`src/rtl/clock_pkg.sv`:
```
// Shared widths, limits and alarm state encoding for the clock timekeeper.
package clock_pkg;

  localparam int HOUR_W = 4;
  localparam int MIN_W  = 6;
  localparam int SEC_W  = 6;

  localparam int HOURS_MAX = 11;
  localparam int MIN_MAX   = 59;
  localparam int SEC_MAX   = 59;

  // Wide enough for RING_SECONDS up to 255.
  localparam int RING_W = 8;

  typedef enum logic [1:0] {
    AL_OFF,
    AL_ARMED,
    AL_RINGING
  } al_state_e;

  function automatic logic [HOUR_W-1:0] hour_inc(input logic [HOUR_W-1:0] h);
    return (h == HOUR_W'(HOURS_MAX)) ? '0 : h + HOUR_W'(1);
  endfunction

endpackage

```
`src/rtl/clock_timekeeper_mod_counter.sv`:
```
// Modulo-N up counter with a look-ahead next value, so the parent can compare
// the post-update time in the same cycle it is committed.
module mod_counter #(
  parameter int MODULUS = 60,
  parameter int W       = 6
) (
  input  logic         clk,
  input  logic         reset,
  input  logic         inc,
  output logic [W-1:0] count,
  output logic [W-1:0] count_next,
  output logic         carry_out
);

  logic wrap;

  always_comb begin
    wrap       = (count == W'(MODULUS - 1));
    carry_out  = inc & wrap;
    count_next = count;
    if (inc) begin
      count_next = wrap ? '0 : count + W'(1);
    end
  end

  // NOTE: state flops use non-blocking assignment so every register samples
  // pre-edge values, independent of the order the always blocks run in.
  always_ff @(posedge clk) begin
    if (reset) begin
      count <= '0;
    end else begin
      count <= count_next;
    end
  end

endmodule

```
`src/rtl/clock_timekeeper.sv`:
```
// 12-hour timekeeper with alarm setpoint, alarm FSM (auto-timeout) and gated
// buzzer. Every output is a flop.
module clock_timekeeper
  import clock_pkg::*;
#(
  parameter int RING_SECONDS = 60,
  parameter int AL_STEP_MIN  = 10
) (
  input  logic              clk,
  input  logic              reset,
  input  logic              sec_tick,
  input  logic              tone_tick,
  input  logic              hrs_adj,
  input  logic              min_adj,
  input  logic              sec_adj,
  input  logic              al_adj,
  input  logic              al_toggle,
  output logic [HOUR_W-1:0] hours,
  output logic [MIN_W-1:0]  minutes,
  output logic [SEC_W-1:0]  seconds,
  output logic [HOUR_W-1:0] al_hours,
  output logic [MIN_W-1:0]  al_minutes,
  output logic              al_on,
  output logic              ringing,
  output logic              buzzer
);

  // One time action per cycle; lower-priority pulses are dropped.
  logic time_upd, sec_inc, min_inc, hrs_inc;
  logic adj_min_sel, adj_hrs_sel;
  logic sec_carry, min_carry, hrs_carry_unused;
  logic [SEC_W-1:0]  sec_next;
  logic [MIN_W-1:0]  min_next;
  logic [HOUR_W-1:0] hrs_next;

  assign time_upd    = sec_tick | sec_adj | min_adj | hrs_adj;
  assign sec_inc     = sec_tick | sec_adj;
  assign adj_min_sel = ~sec_tick & ~sec_adj & min_adj;
  assign adj_hrs_sel = ~sec_tick & ~sec_adj & ~min_adj & hrs_adj;
  // Carries only ripple for a real second tick, never for a manual adjust.
  assign min_inc     = (sec_tick & sec_carry) | adj_min_sel;
  assign hrs_inc     = (sec_tick & min_carry) | adj_hrs_sel;

  mod_counter #(.MODULUS(SEC_MAX + 1), .W(SEC_W)) u_sec (
    .clk        (clk),
    .reset      (reset),
    .inc        (sec_inc),
    .count      (seconds),
    .count_next (sec_next),
    .carry_out  (sec_carry)
  );

  mod_counter #(.MODULUS(MIN_MAX + 1), .W(MIN_W)) u_min (
    .clk        (clk),
    .reset      (reset),
    .inc        (min_inc),
    .count      (minutes),
    .count_next (min_next),
    .carry_out  (min_carry)
  );

  mod_counter #(.MODULUS(HOURS_MAX + 1), .W(HOUR_W)) u_hrs (
    .clk        (clk),
    .reset      (reset),
    .inc        (hrs_inc),
    .count      (hours),
    .count_next (hrs_next),
    .carry_out  (hrs_carry_unused)
  );

  // Alarm setpoint: AL_STEP_MIN divides 60, so the sum lands exactly on 60.
  logic [MIN_W:0] al_min_sum;
  logic           al_min_wrap;

  assign al_min_sum  = {1'b0, al_minutes} + (MIN_W + 1)'(AL_STEP_MIN);
  assign al_min_wrap = (al_min_sum >= (MIN_W + 1)'(MIN_MAX + 1));

  always_ff @(posedge clk) begin
    if (reset) begin
      al_hours   <= '0;
      al_minutes <= '0;
    end else if (al_adj) begin
      if (al_min_wrap) begin
        al_minutes <= '0;
        al_hours   <= hour_inc(al_hours);
      end else begin
        al_minutes <= al_min_sum[MIN_W-1:0];
      end
    end
  end

  // Match compares the time being committed this cycle, not the stale one.
  logic match;
  assign match = time_upd && (hrs_next == al_hours) &&
                 (min_next == al_minutes) && (sec_next == '0);

  al_state_e        state, state_next;
  logic [RING_W-1:0] ring_cnt;
  logic             ring_done;
  logic             ring_stay;
  logic             beat, tone, beat_next, tone_next;

  assign ring_done = sec_tick && (ring_cnt == RING_W'(RING_SECONDS - 1));

  // NOTE: every signal written here gets a default first, so no path through
  // the case can leave one unassigned and infer a latch.
  always_comb begin
    state_next = state;
    case (state)
      AL_OFF: begin
        if (al_toggle) state_next = AL_ARMED;
      end
      AL_ARMED: begin
        if (al_toggle)  state_next = AL_OFF;
        else if (match) state_next = AL_RINGING;
      end
      AL_RINGING: begin
        if (al_toggle)      state_next = AL_OFF;
        else if (ring_done) state_next = AL_ARMED;
      end
      default: state_next = AL_OFF;
    endcase
  end

  // Beat and tone only run while ringing continues; entry and exit clear them.
  always_comb begin
    ring_stay = (state == AL_RINGING) && (state_next == AL_RINGING);
    beat_next = 1'b0;
    tone_next = 1'b0;
    if (ring_stay) begin
      beat_next = beat ^ sec_tick;
      tone_next = tone ^ tone_tick;
    end
  end

  always_ff @(posedge clk) begin
    if (reset) begin
      state    <= AL_OFF;
      ring_cnt <= '0;
      beat     <= 1'b0;
      tone     <= 1'b0;
      al_on    <= 1'b0;
      ringing  <= 1'b0;
      buzzer   <= 1'b0;
    end else begin
      state    <= state_next;
      ring_cnt <= ring_stay ? ring_cnt + RING_W'(sec_tick) : '0;
      beat     <= beat_next;
      tone     <= tone_next;
      al_on    <= (state_next != AL_OFF);
      ringing  <= (state_next == AL_RINGING);
      buzzer   <= beat_next & tone_next;
    end
  end

endmodule

```
`config.mk`:
```
export PLATFORM = sky130hd
export DESIGN_NAME = clock_timekeeper
export DESIGN_NICKNAME = d
export VERILOG_FILES = /design/src/rtl/clock_pkg.sv /design/src/rtl/clock_timekeeper_mod_counter.sv /design/src/rtl/clock_timekeeper.sv
export SDC_FILE = /design/constraint.sdc
export NUM_CORES = 1
export LEC_CHECK = 0
export CORE_ASPECT_RATIO = 1.75
export CORE_UTILIZATION = 35
export DETAILED_ROUTE_END_ITERATION = 8
export HOLD_SLACK_MARGIN = 0.08
export SLEW_MARGIN = 20
export SYNTH_ARGS = -nofsm -noshare
export SYNTH_HDL_FRONTEND = slang
export SYNTH_SLANG_ARGS = --single-unit
```
`constraint.sdc`:
```
create_clock -name clk -period 9.4 [get_ports clk]
set_input_delay 1.88 -clock clk [delete_from_list [all_inputs] [get_ports clk]]
set_output_delay 1.88 -clock clk [all_outputs]
set_load 0.005 [all_outputs]
```
==> flow_summary.yaml, run 1 <==
run_status:
  run_status: "complete, no violations"
final_layout:
  antenna-diode-count: 0
  layout.cells.most_common_list: "40 x sky130_fd_sc_hd__dfxtp_1, 36 x sky130_fd_sc_hd__clkdlybuf4s50_1, 32 x sky130_fd_sc_hd__nor2_1, 19 x sky130_fd_sc_hd__a21oi_1, 15 x sky130_fd_sc_hd__nand2_1"
  fin_nets: 324
  nFillCells: 658
  layout-area-overhead-vs-synth_pct: 22.4
  finalInstanceArea_sq_um: 2790
  post_route_cells_drive_above_1_share_pct: 5.50
  final_common_cell: "sky130_fd_sc_hd__dfxtp_1"
synthesis:
  synth-edff-count: 0
  yosys.area_share.adder_pct: 3.85
  xor_and_xnor_area_share_after_synthesis_pct: 6.16
  yosys-mux-area-fraction_pct: 3.30
  async_flop_share_pct: 0
  synthesis.instances: 279
  synthesis.yosys.warnings: 0
  post_synth.cell_area_avg_sq_um: 8.16
  synth_top_family_by_area: "simple AND/OR/NAND/NOR gates"
  yosys_most_used_dff: "sky130_fd_sc_hd__dfxtp_1"
  fraction_of_the_mapped_netlist_area_in_compound_gates_pct: 20.3
  synth-seq-cells: 40
  synth-seq-area-share_pct: 35.2
  post_synth_num_cell_types: 59
  post_synth_and_or_nand_nor_area_fraction_pct: 26.3
  synth.net_count: 295
  syn_area_sq_um: 2280
worst_setup_path:
  critical_path.startpoint: "sec_tick"
  r2r_end: "state[1]$_SDFF_PP0_"
  ff2ff_path_depth: 8
  cp_cell_sequence: "clkdlybuf4s50_1 > nand4_1 > a2bb2oi_1 > o21ai_0 > and3_1 > or4_4 > or4_1 > o21ai_1"
  worst_path_dominant_cell_family: "simple AND/OR/NAND/NOR gates"
  timing.critical_path.to_type: "register"
  criticalPathCategory: "in -> reg"
  worstSetupEndpoint: "state[1]$_SDFF_PP0_"
  crit_slowest_cell: "sky130_fd_sc_hd__a2bb2oi_1"
  crit-reg2reg-launch: "u_sec.count[0]$_SDFF_PP0_"
  reg2reg_slack_ps: 5940
  cp_max_fo: 11
  cp_data_arrival_time_ps: 5200
  cp_slowest_stage_delay_ps: 760
  cp.depth: 8
  worst_ep_required_time_ps: 9630
  critPathLaunchType: "input port"
  cp_num_buf_inv: 1
clock_tree:
  tritoncts: "done"
  clk_root_buffer_cell: "sky130_fd_sc_hd__clkbuf_8"
  cts.clk_slew.worst_paths_ps: 90
  post_cts.resized_instances: 0
  clock_net_sink_count: 40
  h-tree-depth: 2
  clkLatencyLatePin_ps: 300
  cts_hold_repair.buffers: 0
  number_of_buffers_inserted_during_clock_tree_synthesis: 5
  clk_path_buf_depth: 2
  setup_fix_buffers_added_after_clock_tree_synthesis: 0
worst_hold_path:
  hold_path_class: "reg -> reg"
placed_design:
  place_hpwl_mm: 4.03
  placed_cell_area_sq_um: 2670
  finalWeightedCongestion: 0.873
  io_buffers: 36
  placement.setup.worst_slack_ps: 4150
timing:
  achievable-frequency_mhz: 201
  finalClockSkew_ps: 4.26
  rsz0062_at_grt: "false"
  setup-tns-final_ps: 0
  final.period_utilization_pct: 52.9
  timing.final.hold_violations: 0
  final.setup.worst_slack_ps: 4430
  fin_hold_ws_ps: 524
  tightest_slew_ps: 1030
  finalSetupViolCount: 0
  slew-limit-headroom_pct: 30.9
  slew_violations: 0
  post-route-min-period_ps: 4970
die:
  die_area_sq_um: 6840
  dieHeight_um: 109
  die_w_um: 63.0
  ios: 38
  core_sq_um: 6230
  initial_utilization_pct: 36.5
  placement_rows: 38
routing:
  drt_iter0_drc: 80
  postRouteAntennaNets: 0
  wl_per_cell_um: 13.9
  route.met2.wl_mm: 2.70
  detailroute.via_count: 2116
  drc: 0
  wl_mm: 5.41
  wl_met3_um: 213
  routed.top_layer: "met4"
  drt-vias-per-instance: 5.44
  firstDrtPassIters: 4
  wire_length_on_met1_mm: 2.32
power_and_ir_drop:
  power_density_nw_per_um2: 136
  total_leakage_power_nw: 0.956
  finalPower_mw: 0.380
  ir_drop_worst_vdd_mv: 0.0935
run:
  max_capacitance_violation_count: 0
grt:
  pin_count_of_the_biggest_net_entering_global_routing: 26
  globalRouteOverflowTotal: 0
  grt_pass1_wl_mm: 9.37
  global_route.usage.total_pct: 17.2
  grt_pass1_vias: 2092
  antenna_found_initial: 0
[worst min-delay path, stage by stage, from the launching register on]
cell	delay, ps
sky130_fd_sc_hd__dfxtp_1	350
sky130_fd_sc_hd__xor2_1	70
sky130_fd_sc_hd__nor2_1	70
[final cells by class]
type                    instances  area, sq um  area share [%]
clock buffers                   5         68.8            2.47
repair buffers                 36          360            12.9
clock inverters                 3         46.3            1.66
flip-flops and latches         40          801            28.8
inverters                      11         41.3            1.48
multi-input cells             214         1370            49.1
well taps                      80          100            3.59
[state kept, by name, summed over array words and instances (netlist names)]
register     cells
tone             1
al_minutes       5
buzzer           1
ringing          1
u_sec.count      6
al_on            1
u_hrs.count      4
ring_cnt         8
u_min.count      6
beat             1
al_hours         4
state            2
[power by group]
group / internal [mW] / switching (mW) / leakage (nW)
registers: 0.174 / 0.00870 / 0.324
clock network: 0.0801 / 0.0683 / 0.0548
logic: 0.0264 / 0.0221 / 0.577
total: 0.281 / 0.0990 / 0.956
[kinds of logic after synthesis]
group                      count (synthesis)
and+or+nand+nor                          112
AOI/OAI and AO/OA                         71
DFF                                       40
buffers and inverters                     25
xor gates and xnor gates                  16
adders and majority gates                  7
muxes                                      7
other                                      1
[metrics by stage]
stage / cells / util, %
floorplan: 279 / -
global placement: 381 / 42.9
detailed placement: 381 / 42.9
global route: 389 / 44.7
finish: 389 / 44.7
CTS: 389 / 44.7
[routing by layer]
metal,up-vias,GRT usage [%]
li1,1078,-
met1,967,18.5
met2,54,31.2
met3,17,3.03
met4,0,9.80
met5,-,0
[worst min path at each step]
stage	from	end	cells past startpoint
after floorplan	ring_cnt[7]$_SDFF_PP0_	ring_cnt[7]$_SDFF_PP0_	2
after global placement	tone$_SDFF_PP0_	tone$_SDFF_PP0_	2
after detailed placement	ring_cnt[7]$_SDFF_PP0_	ring_cnt[7]$_SDFF_PP0_	2
after CTS	ring_cnt[7]$_SDFF_PP0_	ring_cnt[7]$_SDFF_PP0_	2
after global routing	ring_cnt[5]$_SDFF_PP0_	ring_cnt[5]$_SDFF_PP0_	2
final	ring_cnt[5]$_SDFF_PP0_	ring_cnt[5]$_SDFF_PP0_	2
[cells in the mapped netlist, types with 4 or more instances]
cell	count	share of area [%]
sky130_fd_sc_hd__nand2_1	15	2.5
sky130_fd_sc_hd__o21ai_0	14	3.1
sky130_fd_sc_hd__clkbuf_1	8	1.3
sky130_fd_sc_hd__xnor2_1	7	2.7
sky130_fd_sc_hd__and3_1	7	1.9
sky130_fd_sc_hd__inv_1	11	1.8
sky130_fd_sc_hd__a21oi_1	19	4.2
sky130_fd_sc_hd__ha_1	7	3.8
sky130_fd_sc_hd__mux2_2	4	2.0
sky130_fd_sc_hd__dfxtp_1	40	35
sky130_fd_sc_hd__xor2_1	9	3.5
sky130_fd_sc_hd__nor3_1	9	2.0
sky130_fd_sc_hd__or3_1	6	1.6
sky130_fd_sc_hd__o21a_1	4	1.3
sky130_fd_sc_hd__nand4_1	4	1.1
sky130_fd_sc_hd__nor4_1	4	1.1
sky130_fd_sc_hd__nor2b_1	4	1.1
sky130_fd_sc_hd__o211ai_1	5	1.6
sky130_fd_sc_hd__nand3_1	12	2.6
sky130_fd_sc_hd__nor2_1	32	5.3
Note: power is estimated with default switching activity, not from simulation.
==> run 2: changes to the inputs <==
==> constraint.sdc (replaced) <==
create_clock -name clk -period 5 [get_ports clk]
set_input_delay 1 -clock clk [delete_from_list [all_inputs] [get_ports clk]]
set_output_delay 1 -clock clk [all_outputs]
set_load 0.005 [all_outputs]
==> run 2 against run 1 <==
Against the previous run:
- final area decreased by 0.72%
- sequential power increased by 88%
- clock power increased by 45%
- worst setup slack got worse by 3400 ps
- power increased by 71%
- largest power group unchanged
- non-clock buffer count increased by 1
- clock skew increased by 3.8 ps
==> flow_summary.yaml, run 2 (synthesis results as in run 1) <==
routing:
  postRouteAntennaNets: 0
  wl_per_cell_um: 14.2
  drc: 0
  wl_mm: 5.55
  firstDrtPassIters: 4
  drt-vias-per-instance: 5.47
  detailroute.via_count: 2135
  drt_iter0_drc: 72
power_and_ir_drop:
  power.switching_mw: 0.176
  pwr-share-seq_pct: 52.9
  ir_drop_worst_vdd_mv: 0.141
  total_leakage_power_nw: 0.954
  sw_frac_of_total_pct: 27.1
  p_int_mw: 0.475
  power_density_nw_per_um2: 235
  clkPwrFrac_pct: 32.9
  pwr-share-comb_pct: 14.1
grt:
  global_route.usage.total_pct: 17.8
  pin_count_of_the_biggest_net_entering_global_routing: 26
  antenna_found_initial: 0
  grt_pass1_vias: 2098
  grt_pass1_wl_mm: 9.60
  globalRouteOverflowTotal: 0
worst_hold_path:
  hold_path_class: "reg -> reg"
die:
  placement_rows: 38
  ios: 38
  die_w_um: 63.0
  dieHeight_um: 109
  initial_utilization_pct: 36.5
  core_sq_um: 6230
  die_area_sq_um: 6840
timing:
  post-route-min-period_ps: 3940
  slew_violations: 0
  rsz0062_at_grt: "false"
  finalSetupViolCount: 0
  tightest_slew_ps: 995
  achievable-frequency_mhz: 254
  final.period_utilization_pct: 78.8
  timing.final.hold_violations: 0
  setup-tns-final_ps: 0
  slew-limit-headroom_pct: 33.5
  finalClockSkew_ps: 8.10
clock_tree:
  h-tree-depth: 2
  tritoncts: "done"
  clk_root_buffer_cell: "sky130_fd_sc_hd__clkbuf_8"
  clkLatencyLatePin_ps: 290
  post_cts.resized_instances: 0
  clock_net_sink_count: 40
  setup_fix_buffers_added_after_clock_tree_synthesis: 0
  clk_path_buf_depth: 2
  cts_hold_repair.buffers: 0
  cts.clk_slew.worst_paths_ps: 80
  number_of_buffers_inserted_during_clock_tree_synthesis: 5
final_layout:
  fin_nets: 325
  antenna-diode-count: 0
  final_cells: 390
  top_register: "ring_cnt"
  final_common_cell: "sky130_fd_sc_hd__dfxtp_1"
  layout-area-overhead-vs-synth_pct: 21.5
  post_route_cells_drive_above_1_share_pct: 5.81
  max_reg_flops: 8
  top_regs: "ring_cnt x8, u_min.count x6, u_sec.count x6"
  layout.cells.most_common_list: "40 x sky130_fd_sc_hd__dfxtp_1, 36 x sky130_fd_sc_hd__clkdlybuf4s50_1, 32 x sky130_fd_sc_hd__nor2_1, 19 x sky130_fd_sc_hd__a21oi_1, 15 x sky130_fd_sc_hd__nand2_1"
worst_setup_path:
  reg2reg_slack_ps: 1770
  criticalPathCategory: "in -> reg"
  worst_ep_required_time_ps: 5220
  timing.critical_path.to_type: "register"
  cp_max_fo: 11
  cp_data_arrival_time_ps: 4150
  critPathLaunchType: "input port"
run_status:
  run_status: "complete, no violations"
placed_design:
  io_buffers: 36
  finalWeightedCongestion: 0.936
  place_hpwl_mm: 4.13
  place_inst: 382
run:
  max_capacitance_violation_count: 0
-- run 2: cell types whose count changed in the layout (fill, tap and decap cells not counted), sizes merged --
cell	delta
buf	+1
inv	-1
clkinv	+3
bufinv	-1
clkinvlp	-1
-- run 2: per-stage QoR --
step           cell area, sq um  power (mW)  hold slack (ps)  util [%]  setup slack [ps]
2_1_floorplan              2280       0.406              470         -              1620
3_3_place_gp               2680       0.442              485      43.0               815
3_5_place_dp               2680       0.444              488      43.0               770
4_1_cts                    2770       0.660              512      44.4              1070
5_1_grt                    2770       0.686              573      44.4               869
6_report                   2770       0.651              507      44.4              1060
-- run 2: layer usage --
layer,vias to the layer above,GRT usage [%],part of all wire [%]
met2,49,32.9,53
met1,992,18.7,41
met4,0,9.80,2.4
met3,12,3.14,4.0
met5,-,0,0
li1,1082,-,-
-- run 2: area by class of cell --
class / count / area, sq um
inverters: 11 / 41.3
fillers: 640 / 3460
clock buffers: 5 / 68.8
clock inverters: 3 / 18.8
flip-flops and latches: 40 / 801
repair buffers: 37 / 368
well taps: 80 / 100
multi-input cells: 214 / 1370
-- run 2: final timing paths --
path,start,to,depth (start not counted)
min reg2reg,tone$_SDFF_PP0_,tone$_SDFF_PP0_,2
max,sec_tick,state[1]$_SDFF_PP0_,8
max reg2reg,u_sec.count[0]$_SDFF_PP0_,state[1]$_SDFF_PP0_,8
min,tone$_SDFF_PP0_,tone$_SDFF_PP0_,2
-- run 2: worst max-delay path: stages --
cell                              delay (ps)
sky130_fd_sc_hd__clkdlybuf4s50_1         740
sky130_fd_sc_hd__nand4_1                 210
sky130_fd_sc_hd__or4_1                   630
sky130_fd_sc_hd__nand2_1                 150
sky130_fd_sc_hd__mux2_2                  350
sky130_fd_sc_hd__a2111o_1                430
sky130_fd_sc_hd__or4_1                   500
sky130_fd_sc_hd__o21ai_1                 140
-- run 2: power groups by stage --
stage,Clock [mW],Combinational (mW),Sequential (mW)
after floorplan,0,0.0624,0.344
after detailed placement,0,0.0923,0.352
final,0.214,0.0920,0.344
after CTS,0.223,0.0928,0.344
after global routing,0.238,0.102,0.347
after global placement,0,0.0909,0.352
==> run 3: changes to the inputs <==
==> constraint.sdc (replaced) <==
create_clock -name clk -period 3.76 [get_ports clk]
set_input_delay 0.752 -clock clk [delete_from_list [all_inputs] [get_ports clk]]
set_output_delay 0.752 -clock clk [all_outputs]
set_load 0.005 [all_outputs]
==> run 3 against run 2 <==
Against the previous run:
- power up 48%
- critical path depth unchanged
- largest cell class unchanged
- count of clock-buffer cells in the layout up 1
- via count up 0.75%
- final area up 3.9%
- sequential cell count unchanged
- register-to-register slack worse by 1100 ps
==> flow_summary.yaml, run 3 (synthesis results as in run 1) <==
clock_tree:
  setup_fix_buffers_added_after_clock_tree_synthesis: 0
  clock_net_sink_count: 40
  post_cts.resized_instances: 0
  number_of_buffers_inserted_during_clock_tree_synthesis: 5
  clk_path_buf_depth: 2
  cts_hold_repair.buffers: 0
  h-tree-depth: 2
  clkLatencyLatePin_ps: 300
  cts.clk_slew.worst_paths_ps: 80
  clk_root_buffer_cell: "sky130_fd_sc_hd__clkbuf_8"
  tritoncts: "done"
worst_setup_path:
  ff2ff_path_depth: 8
  worst_ep_required_time_ps: 3980
  cp_max_fo: 10
  critPathLaunchType: "input port"
  worstSetupEndpoint: "state[1]$_SDFF_PP0_"
  timing.critical_path.to_type: "register"
  reg2reg_slack_ps: 640
  critical_path.startpoint: "sec_tick"
  criticalPathCategory: "in -> reg"
  cp_data_arrival_time_ps: 3490
  crit-reg2reg-launch: "u_sec.count[0]$_SDFF_PP0_"
  r2r_end: "state[1]$_SDFF_PP0_"
routing:
  drt_iter0_drc: 97
  drc: 0
  wl_mm: 5.70
  firstDrtPassIters: 4
  drt-vias-per-instance: 5.38
  postRouteAntennaNets: 0
  wl_per_cell_um: 14.3
  detailroute.via_count: 2151
run_status:
  run_status: "complete, no violations"
die:
  placement_rows: 38
  die_w_um: 63.0
  dieHeight_um: 109
  core_sq_um: 6230
  initial_utilization_pct: 36.5
  ios: 38
  die_area_sq_um: 6840
timing:
  finalClockSkew_ps: 7.17
  slew-limit-headroom_pct: 59.1
  slew_violations: 0
  post-route-min-period_ps: 3270
  finalSetupViolCount: 0
  timing.final.hold_violations: 0
  setup-tns-final_ps: 0
  rsz0062_at_grt: "false"
  final.period_utilization_pct: 86.9
  tightest_slew_ps: 612
  achievable-frequency_mhz: 306
placed_design:
  io_buffers: 36
  place_hpwl_mm: 4.25
  finalWeightedCongestion: 0.859
  placed_cell_area_sq_um: 2750
grt:
  globalRouteOverflowTotal: 0
  global_route.usage.total_pct: 17.7
  antenna_found_initial: 0
  grt_pass1_vias: 2021
  grt_pass1_wl_mm: 9.56
  met2_usage_pct: 33.0
  global_route.usage.met1_pct: 19.8
  use_met3_pct: 2.20
  pin_count_of_the_biggest_net_entering_global_routing: 15
  grt_busiest_layer: "met2"
power_and_ir_drop:
  total_leakage_power_nw: 1.02
  ir_drop_worst_vdd_mv: 0.168
  power_density_nw_per_um2: 335
final_layout:
  layout-area-overhead-vs-synth_pct: 26.3
  max_reg_flops: 8
  nFillCells: 622
  fin_nets: 335
  finalInstanceArea_sq_um: 2870
  post_route_cells_drive_above_1_share_pct: 8.75
  top_register: "ring_cnt"
  antenna-diode-count: 0
  top_regs: "ring_cnt x8, u_min.count x6, u_sec.count x6"
  final_common_cell: "sky130_fd_sc_hd__dfxtp_1"
  layout.cells.most_common_list: "40 x sky130_fd_sc_hd__dfxtp_1, 36 x sky130_fd_sc_hd__clkdlybuf4s50_1, 32 x sky130_fd_sc_hd__nor2_1, 19 x sky130_fd_sc_hd__a21oi_1, 15 x sky130_fd_sc_hd__nand2_1"
worst_hold_path:
  hold_path_class: "reg -> reg"
run:
  max_capacitance_violation_count: 0
==> run 3: worst min path at each step <==
stage | start | to | slack, ps | cells past startpoint
after floorplan | ring_cnt[7]$_SDFF_PP0_ | ring_cnt[7]$_SDFF_PP0_ | 470 | 2
after detailed placement | ring_cnt[5]$_SDFF_PP0_ | ring_cnt[5]$_SDFF_PP0_ | 500 | 2
after global placement | tone$_SDFF_PP0_ | tone$_SDFF_PP0_ | 490 | 2
after CTS | ring_cnt[5]$_SDFF_PP0_ | ring_cnt[5]$_SDFF_PP0_ | 520 | 2
after global routing | ring_cnt[5]$_SDFF_PP0_ | ring_cnt[5]$_SDFF_PP0_ | 560 | 2
final | ring_cnt[5]$_SDFF_PP0_ | ring_cnt[5]$_SDFF_PP0_ | 510 | 2
==> run 3: power by group <==
group	switching (mW)	total (mW)	internal, mW
registers	0.0224	0.458	0.435
clock network	0.163	0.380	0.217
logic	0.0559	0.125	0.0692
total	0.241	0.963	0.722
==> run 3: per-stage QoR <==
step | power, mW | std cells | utilization, % | hold slack (ps) | setup slack (ps)
CTS | 0.969 | 400 | 46.1 | 519 | 479
global placement | 0.592 | 392 | 44.2 | 485 | 197
floorplan | 0.540 | 279 | - | 470 | 629
global route | 1.00 | 400 | 46.1 | 558 | 354
finish | 0.963 | 400 | 46.1 | 511 | 494
detailed placement | 0.593 | 392 | 44.2 | 497 | 168
==> run 3: routing by layer <==
| metal | up-vias | share of wire, % |
|---|---|---|
| met5 | - | 0 |
| met4 | 0 | 1.9 |
| met3 | 7 | 2.9 |
| met2 | 39 | 52 |
| met1 | 1014 | 43 |
| li1 | 1091 | - |
==> run 3: area by class of cell <==
| type | instances | area (sq um) | area share, % |
|---|---|---|---|
| Inverter | 11 | 41.3 | 1.44 |
| Sequential cell | 40 | 801 | 27.9 |
| Clock inverter | 2 | 38.8 | 1.35 |
| Tap cell | 80 | 100 | 3.48 |
| Clock buffer | 6 | 82.6 | 2.87 |
| Timing Repair Buffer | 47 | 443 | 15.4 |
| Multi-Input combinational cell | 214 | 1370 | 47.6 |
==> run 3: critical path, stage by stage <==
cell and delay (ps):
sky130_fd_sc_hd__clkdlybuf4s50_1 430, sky130_fd_sc_hd__buf_4 190, sky130_fd_sc_hd__or4b_1 570, sky130_fd_sc_hd__nand2_1 140, sky130_fd_sc_hd__mux2_2 350, sky130_fd_sc_hd__a2111o_1 430
sky130_fd_sc_hd__or4_1 500, sky130_fd_sc_hd__o21ai_1 140
